===== src/rtl/switch_allocator_if.sv =====
// Switch allocator port bundle: request/handshake inputs from the input ports and
// the path controls (mux select, busy, reserved, error) driven to the mux switch.
interface switch_allocator_if #(
    parameter int INPUTS        = 4,
    parameter int OUTPUTS       = 4,
    parameter int REQUEST_WIDTH = 32
);
    logic [INPUTS-1:0]                request_valid;
    logic [INPUTS*REQUEST_WIDTH-1:0]  request_dest;
    logic [INPUTS-1:0]                tail_in;
    logic [INPUTS-1:0]                valid_in;
    logic [INPUTS-1:0]                ready_in;
    logic [OUTPUTS*REQUEST_WIDTH-1:0] routeSelect;
    logic [INPUTS*REQUEST_WIDTH-1:0]  inputRoute;
    logic [OUTPUTS-1:0]               outputBusy;
    logic [INPUTS-1:0]                PortReserved;
    logic                             request_error;

    modport master (
        output request_valid, request_dest, tail_in, valid_in, ready_in,
        input  routeSelect, inputRoute, outputBusy, PortReserved, request_error
    );

    modport slave (
        input  request_valid, request_dest, tail_in, valid_in, ready_in,
        output routeSelect, inputRoute, outputBusy, PortReserved, request_error
    );
endinterface


===== src/rtl/switch_allocator.sv =====
// Per-output round-robin switch allocator; 1-cycle grant, path held until tail handshake (stalls hold it).
// Define SWITCH_ALLOC_FAST_REGRANT_EN to re-arbitrate an output on its release edge (no idle bubble).
module switch_allocator #(
    parameter int INPUTS        = 4,
    parameter int OUTPUTS       = 4,
    parameter int REQUEST_WIDTH = 32
) (
    input  logic              clk,
    input  logic              rst,
    switch_allocator_if.slave sw
);
    localparam int PTR_W = (INPUTS > 1) ? $clog2(INPUTS) : 1;

    typedef enum logic {IDLE = 1'b0, BUSY = 1'b1} state_t;

    state_t                   r_state     [OUTPUTS];
    logic [PTR_W-1:0]         r_ptr       [OUTPUTS];
    logic [REQUEST_WIDTH-1:0] r_route_sel [OUTPUTS];
    logic [REQUEST_WIDTH-1:0] r_in_route  [INPUTS];
    logic [INPUTS-1:0]        r_reserved;
    logic                     r_err;

    state_t                   w_state_nxt [OUTPUTS];
    logic [INPUTS-1:0]        w_cand      [OUTPUTS];
    logic [PTR_W-1:0]         w_winner    [OUTPUTS];
    logic [PTR_W-1:0]         w_owner     [OUTPUTS];
    logic [OUTPUTS-1:0]       w_grant;
    logic [OUTPUTS-1:0]       w_release;
    logic [INPUTS-1:0]        w_hs_tail;
    logic [INPUTS-1:0]        w_bad;
    logic                     w_arb_en;
    logic [PTR_W-1:0]         w_idx;

    // Reserved inputs never compete, which keeps each input on at most one output.
    always_comb begin
        w_hs_tail = sw.valid_in & sw.ready_in & sw.tail_in;
        for (int i = 0; i < INPUTS; i++) begin
            w_bad[i] = sw.request_valid[i] && !r_reserved[i] &&
                       (sw.request_dest[i*REQUEST_WIDTH +: REQUEST_WIDTH] >= REQUEST_WIDTH'(OUTPUTS));
        end
        for (int j = 0; j < OUTPUTS; j++) begin
            for (int i = 0; i < INPUTS; i++) begin
                w_cand[j][i] = sw.request_valid[i] && !r_reserved[i] &&
                               (sw.request_dest[i*REQUEST_WIDTH +: REQUEST_WIDTH] == REQUEST_WIDTH'(j));
            end
        end
    end

    always_ff @(posedge clk or negedge rst) begin
        if (!rst) begin
            for (int j = 0; j < OUTPUTS; j++) r_state[j] <= IDLE;
        end else begin
            for (int j = 0; j < OUTPUTS; j++) r_state[j] <= w_state_nxt[j];
        end
    end

    always_comb begin
        w_arb_en = 1'b0;
        w_idx    = '0;
        for (int j = 0; j < OUTPUTS; j++) begin
            w_state_nxt[j] = r_state[j];
            w_grant[j]     = 1'b0;
            w_winner[j]    = '0;
            w_owner[j]     = r_route_sel[j][PTR_W-1:0];
            w_release[j]   = (r_state[j] == BUSY) && w_hs_tail[w_owner[j]];
`ifdef SWITCH_ALLOC_FAST_REGRANT_EN
            w_arb_en = (r_state[j] == IDLE) || w_release[j];
`else
            w_arb_en = (r_state[j] == IDLE);
`endif
            // Search upward from the pointer with wrap; first candidate wins.
            for (int k = 0; k < INPUTS; k++) begin
                w_idx = PTR_W'((int'(r_ptr[j]) + k) % INPUTS);
                if (w_arb_en && !w_grant[j] && w_cand[j][w_idx]) begin
                    w_grant[j]  = 1'b1;
                    w_winner[j] = w_idx;
                end
            end
            if (w_grant[j]) begin
                w_state_nxt[j] = BUSY;
            end else if (w_release[j]) begin
                w_state_nxt[j] = IDLE;
            end
        end
    end

    always_ff @(posedge clk or negedge rst) begin
        if (!rst) begin
            for (int j = 0; j < OUTPUTS; j++) begin
                r_ptr[j]       <= '0;
                r_route_sel[j] <= '0;
            end
            for (int i = 0; i < INPUTS; i++) r_in_route[i] <= '0;
            r_reserved <= '0;
            r_err      <= 1'b0;
        end else begin
            r_err <= r_err | (|w_bad);
            for (int j = 0; j < OUTPUTS; j++) begin
                if (w_release[j]) r_reserved[w_owner[j]] <= 1'b0;
            end
            // Route fields are left stale on release; consumers qualify them with busy/reserved.
            for (int j = 0; j < OUTPUTS; j++) begin
                if (w_grant[j]) begin
                    r_route_sel[j]          <= REQUEST_WIDTH'(w_winner[j]);
                    r_in_route[w_winner[j]] <= REQUEST_WIDTH'(j);
                    r_reserved[w_winner[j]] <= 1'b1;
                    r_ptr[j]                <= (w_winner[j] == PTR_W'(INPUTS-1)) ? '0
                                                                                 : PTR_W'(w_winner[j] + 1'b1);
                end
            end
        end
    end

    always_comb begin
        for (int j = 0; j < OUTPUTS; j++) begin
            sw.outputBusy[j]                                = (r_state[j] == BUSY);
            sw.routeSelect[j*REQUEST_WIDTH +: REQUEST_WIDTH] = r_route_sel[j];
        end
        for (int i = 0; i < INPUTS; i++) begin
            sw.inputRoute[i*REQUEST_WIDTH +: REQUEST_WIDTH] = r_in_route[i];
        end
        sw.PortReserved  = r_reserved;
        sw.request_error = r_err;
    end
endmodule


===== src/flat_wrapper.sv =====
// flat-port wrapper written by rule: the top's interface ports become plain ports
module switch_allocator_flat 
#(
    parameter int INPUTS        = 4,
    parameter int OUTPUTS       = 4,
    parameter int REQUEST_WIDTH = 32
)
  (clk, rst, sw_request_valid, sw_request_dest, sw_tail_in, sw_valid_in, sw_ready_in, sw_routeSelect, sw_inputRoute, sw_outputBusy, sw_PortReserved, sw_request_error);
  switch_allocator_if #(.INPUTS(INPUTS), .OUTPUTS(OUTPUTS), .REQUEST_WIDTH(REQUEST_WIDTH)) sw_i ();
  input  logic clk;
  input  logic rst;
  input wire logic [$bits(sw_i.request_valid)-1:0] sw_request_valid;
  input wire logic [$bits(sw_i.request_dest)-1:0] sw_request_dest;
  input wire logic [$bits(sw_i.tail_in)-1:0] sw_tail_in;
  input wire logic [$bits(sw_i.valid_in)-1:0] sw_valid_in;
  input wire logic [$bits(sw_i.ready_in)-1:0] sw_ready_in;
  output wire logic [$bits(sw_i.routeSelect)-1:0] sw_routeSelect;
  output wire logic [$bits(sw_i.inputRoute)-1:0] sw_inputRoute;
  output wire logic [$bits(sw_i.outputBusy)-1:0] sw_outputBusy;
  output wire logic [$bits(sw_i.PortReserved)-1:0] sw_PortReserved;
  output wire logic [$bits(sw_i.request_error)-1:0] sw_request_error;
  assign sw_i.request_valid = sw_request_valid;
  assign sw_i.request_dest = sw_request_dest;
  assign sw_i.tail_in = sw_tail_in;
  assign sw_i.valid_in = sw_valid_in;
  assign sw_i.ready_in = sw_ready_in;
  assign sw_routeSelect = sw_i.routeSelect;
  assign sw_inputRoute = sw_i.inputRoute;
  assign sw_outputBusy = sw_i.outputBusy;
  assign sw_PortReserved = sw_i.PortReserved;
  assign sw_request_error = sw_i.request_error;
  switch_allocator #(.INPUTS(INPUTS), .OUTPUTS(OUTPUTS), .REQUEST_WIDTH(REQUEST_WIDTH)) u_core (.clk(clk), .rst(rst), .sw(sw_i));
endmodule

===== config.mk =====
export PLATFORM = sky130hd
export DESIGN_NAME = switch_allocator_flat
export DESIGN_NICKNAME = d
export VERILOG_FILES = /design/src/rtl/switch_allocator_if.sv /design/src/rtl/switch_allocator.sv /design/src/flat_wrapper.sv
export SDC_FILE = /design/constraint.sdc
export NUM_CORES = 1
export LEC_CHECK = 0
export BUFFER_PORTS_ARGS = -buffer_cell sky130_fd_sc_hd__buf_4
export CAP_MARGIN = 20
export CELL_PAD_IN_SITES_DETAIL_PLACEMENT = 1
export CELL_PAD_IN_SITES_GLOBAL_PLACEMENT = 1
export CORE_AREA = 5 5 161 163
export DETAILED_ROUTE_END_ITERATION = 8
export DIE_AREA = 0 0 166 168
export PLACE_DENSITY_LB_ADDON = 0.05
export SLEW_MARGIN = 20
export SYNTH_ARGS = -nofsm -noshare
export SYNTH_HDL_FRONTEND = slang
export SYNTH_SLANG_ARGS = --single-unit

===== constraint.sdc =====
create_clock -name clk -period 8.5 [get_ports clk]
set_input_delay 0.425 -clock clk [delete_from_list [all_inputs] [get_ports clk]]
set_output_delay 0.425 -clock clk [all_outputs]
set_load 0.1 [all_outputs]

* After elaboration in Yosys (flattened, before gate mapping)
Cells that the tools add are included.
Storage, ports and cells: output and inout port bits 265, bits in writable memories 0, input bits 146, memories kept 0, register bits 153, memory bits (read-only) 0, latch bits 0, logic and storage cells 341
Operators by class: reductions and logical operators 93, magnitude comparators 44, add/subtract/negate cells 16, shifts and indexed selects 0, multipliers 0, eq/ne operators 16, multiplexer cells 120, divide/modulo/power cells 0, bitwise gates (word level) 34
Operators by type and width (count):
- $mux W128 | 4
- $demux W32 S2 | 4
- $eq A32 B2 Y1 const B | 8
- $and A124 B124 Y124 | 2
- $not A124 Y124 | 2
- $and A128 B128 Y128 | 1
- $eq A32 B1 Y1 const B | 4
- $ge A32 B3 Y1 const B | 4
- $logic_not A32 Y1 | 4
- $mux W32 | 4
- $not A128 Y128 | 1
- $and A120 B120 Y120 | 1
- $not A120 Y120 | 1
- $lt A2 B3 Y1 const B | 24
- $logic_and A1 B1 Y1 | 68
- $mux W1 | 52
- $bmux W1 S2 | 20
- $mux W2 | 20
- $mux W4 | 8
- $and A4 B4 Y4 | 6
- $or A4 B4 Y4 | 6
- $add A2 B1 Y2 const B | 8
- $add A2 B2 Y2 const B | 8
- $demux W1 S2 | 8
- 12 further kinds | 55

* Depth between registers and ports, before layout
depth after elaboration 33, depth in mapped cells 16, depth with buffers taken out 13

* Worst setup path after synthesis
OpenSTA, ideal clock, no wires.
path type reg-to-reg, start point reg u_core.r_reserved[2] (netlist: u_core.sw.PortReserved[2]), end point reg u_core.r_in_route, in the netlist u_core.sw.inputRoute[87], setup slack 4510 ps, cell stages (with the launch flop) 14, period minus slack after synthesis 3990 ps, data required time 8430 ps, path buffers 1, arrival time 3920 ps, path through dfrtp_1 -> nor3b_1 -> nand2_1 -> nor4_1 -> a2111oi_1 -> o311ai_0 -> a21oi_1 -> nor4b_2 -> inv_1 -> ha_1 -> a21boi_1 -> a2111oi_4 -> buf_6 -> and2_1
RTL lines:
- from (decl) | line switch_allocator.sv:20 | logic [INPUTS-1:0] r_reserved;
- from (signal assigned) | line switch_allocator.sv:94 | r_reserved <= '0;
- from (signal, indexed assignment) | line switch_allocator.sv:99 | if (w_release[j]) r_reserved[w_owner[j]] <= 1'b0;
- from (signal, indexed assignment) | line switch_allocator.sv:106 | r_reserved[w_winner[j]] <= 1'b1;
- to (signal, indexed assignment) | line switch_allocator.sv:105 | r_in_route[w_winner[j]] <= REQUEST_WIDTH'(j);
- to (decl) | line switch_allocator.sv:19 | logic [REQUEST_WIDTH-1:0] r_in_route [INPUTS];

==> summary.txt <==
Synthesized instance count: 889
Psw: 654 uW
Fillcell total: 2822
Share of layout cells above drive strength 1: 0.307
# diodes: 0
Tcrit/Tclk final: 0.536
Synth warnings: 0
CTS Buf Count: 17
Final Hold Viols: 0
Max FO, Critical Path: 31
Vias per cell: 5.02
Placed cell area: 10800 sq um
Clock slew at reported path FFs: 0.07 ns
Worst hold path type: input port to asynchronous set/reset pin
Non-Filler Instances: 1506
Post-synth design cell area: 8830 sq um
First-pass iteration count of the detailed router: 5
Clock Latency Late Sink: 0.43 ns
EDFF count, synth: 0
Max Cap Viol: 0
Starting Density: 0.365
Internal power component: 1180 uW
Die H: 168 um
Seq/Total Area, Yosys: 0.433
Main flop type after synthesis: dfrtp_1
CTS resizes: 0
Sequential cell area: 3830 sq um
Syn avg cell area: 9.94 sq um
Clk sinks: 153
Lkg Pwr: 0.00578 uW
Multi-input logic area: 4240 sq um
DRC: 0
GPL Wtd Cong: 0.897
Finished Cell Area: 11400 sq um
First-pass GRT wire length: 46.7 mm
DR WL/cell: 19.8 um
Post-synthesis mux area share: 0.0211
Skew final: 0.0239 ns
Post-CTS setup buffers: 0
Row count: 57
Number of global-route vias before repair: 8033
Crit end category: flop
GRT overflow: 0
Startpoint types: flop
Post-placement cell count: 1473
Netlist cell types: 74
Largest net degree at the start of global routing: 83
Root buf cell: clkbuf_16
CP required: 8.86 ns
Synth Area in XOR/XNOR: 0
Pin slew with the least headroom to its limit: 0.909 ns
Sum of negative setup slack: 0 ns
Post-DP HPWL: 23.2 mm
Die W: 166 um
Die Footprint: 27900 sq um
Clock power share: 0.417
Final WL: 29.8 mm
Post-Synth Adder-Cell Area: 0.0227
Detailed Route Iter0 Violations: 428
Port buffer count: 290
F_max: 220 MHz
Area Overhead vs Synth: 29.4%
Arrival @ worst endpoint: 4.91 ns
Slew headroom: 0.394
Total power: 1830 uW
Total core area: 24200 sq um
Sequential power share: 0.399
Ys async rst share: 1.00
IO Pins: 411
Cell Pwr Density: 160 nW/um^2
All-Layer GR Usage: 0.207
Min Clock Period, post-route: 4.55 ns
Status: finished clean
Initial antenna violation count: 0
Routed vias: 7559
Antenna viol nets, final: 0
Logic pwr share: 0.183
Maximum VDD drop: 95.1 uV
RSZ-0062 raised after global routing: false
Final slew viol count: 0
CTS Hold Buffers Added: 0
Number of synthesized register bits: 153
Final layout net count: 1331
Simple-gate share of the synthesized area: 0.264
Sw Share: 0.356
Compound-gate portion of the synthesized area: 0.120
CTS tree: yes
CTS HTree Levels: 4
Clock buffer depth: 2
Final setup viols: 0
Critical path class: flop to flop
Main combinational cell family by area after synthesis: simple AND/OR/NAND/NOR gates
critical path, cell delays in order, from the launching register on:
cell and delay [ns]:
dfrtp_1 0.47, nor3b_1 0.63, nand2_1 0.27, nor4_1 0.68, a2111oi_1 0.20, o311ai_0 0.21, a21oi_1 0.10, nor4b_2 0.51
inv_1 0.14, ha_1 0.24, a21boi_1 0.17, a2111oi_4 0.36, buf_4 0.32, and2_1 0.18
power groups by stage:
stage          sequential, uW  clock [uW]  combinational, uW
2_1_floorplan             753           0                293
3_3_place_gp              747           0                334
3_5_place_dp              747           0                335
4_1_cts                   732         784                335
5_1_grt                   732         821                349
6_report                  732         765                336
sequential cells by signal (all words and copies together) (netlist names):
register	cells
u_core.sw.PortReserved	4
u_core.sw.inputRoute	128
u_core.sw.routeSelect	8
u_core.r_ptr	8
u_core.sw.outputBusy	4
u_core.sw.request_error	1
cell families after synthesis:
| family | after synthesis |
|---|---|
| flops | 153 |
| compound gates | 138 |
| mux | 13 |
| buf+inv | 187 |
| other cells | 1 |
| simple gates | 381 |
| fa+ha+maj | 16 |
per-stage QoR:
| step | hold slack [ns] | setup slack (ns) | utilization |
|---|---|---|---|
| 2_1_floorplan | 0.129 | 4.51 | - |
| 4_1_cts | 0.0798 | 3.99 | 0.472 |
| 3_5_place_dp | 0.453 | 3.63 | 0.447 |
| 5_1_grt | 0.104 | 3.62 | 0.473 |
| 6_report | 0.0351 | 3.95 | 0.473 |
| 3_3_place_gp | 0.451 | 3.81 | 0.447 |
final cells by class:
type,count,area share
multi-input cells,668,0.371
well taps,324,0.0355
clock inverters,15,0.0151
flip-flops and latches,153,0.335
inverters,32,0.0105
repair buffers,297,0.196
clock buffers,17,0.0372
Yosys cell counts (4+ instances only):
master	count	area share
dfrtp_1	153	0.43
and2_1	133	0.094
buf_4	121	0.10
nor4_1	46	0.033
nand2_1	39	0.017
inv_1	32	0.014
nor2_1	26	0.011
o21ai_0	26	0.015
nor3_1	25	0.014
a21oi_1	22	0.012
ha_1	16	0.023
nand3_1	16	0.0091
nand4_1	16	0.011
buf_2	13	0.0074
clkbuf_1	13	0.0055
and4_1	11	0.011
nor4b_1	10	0.0099
a211oi_1	9	0.0076
nor2b_1	9	0.0064
a31oi_1	8	0.0057
nand2b_1	8	0.0057
a22oi_1	7	0.0059
and3_1	7	0.0050
buf_6	7	0.0089
a21o_1	6	0.0051
mux2_2	5	0.0064
nand3b_1	5	0.0042
nor4_2	5	0.0071
o21bai_1	5	0.0042
or3_1	5	0.0035
a2111oi_4	4	0.012
mux2i_1	4	0.0045
mux4_2	4	0.010
nor3b_1	4	0.0034
cell usage in the layout (no fill, tap or decap), types with 4 or more instances in the layout:
| cell | instances |
|---|---|
| or3_1 | 5 |
| nor4_2 | 5 |
| a2111oi_4 | 5 |
| nand2b_1 | 8 |
| a22oi_1 | 7 |
| inv_1 | 32 |
| nor4b_1 | 10 |
| nand2_1 | 39 |
| inv_8 | 6 |
| ha_1 | 16 |
| nor4_1 | 46 |
| nor3b_1 | 4 |
| o21bai_1 | 5 |
| conb_1 | 120 |
| a211oi_1 | 9 |
| nor3_1 | 25 |
| mux2_2 | 5 |
| nor2b_1 | 9 |
| nand3_1 | 16 |
| o21ai_0 | 26 |
| clkbuf_16 | 17 |
| buf_4 | 295 |
| a21oi_1 | 22 |
| and2_1 | 133 |
| nor2_1 | 26 |
| a21o_1 | 6 |
| and4_1 | 11 |
| nand3b_1 | 5 |
| mux2i_1 | 4 |
| nand4_1 | 16 |
| mux4_2 | 4 |
| dfrtp_1 | 153 |
| and3_1 | 7 |
| a31oi_1 | 8 |
path summary, 6_finish.rpt:
kind,start,to,slack [ns],cells past startpoint
worst max register to register,u_core.sw.PortReserved[2],u_core.sw.inputRoute[71],3.95,13
worst max-delay path,u_core.sw.PortReserved[2],u_core.sw.inputRoute[71],3.95,13
min in group clk,u_core.sw.request_error,u_core.sw.request_error,0.46,1
worst min-delay path,rst,u_core.sw.inputRoute[36],0.04,1
worst min register to register,u_core.sw.request_error,u_core.sw.request_error,0.46,1
max in group asynchronous,rst,u_core.sw.inputRoute[78],6.99,2
metal layers:
layer | track usage | up-vias | routed length (um)
li1 | - | 3481 | -
met4 | 0.0599 | 0 | 569
met1 | 0.259 | 3755 | 12500
met5 | 0 | - | 0
met2 | 0.348 | 286 | 14600
met3 | 0.0645 | 37 | 2160
Note: power is estimated with default switching activity, not from simulation.
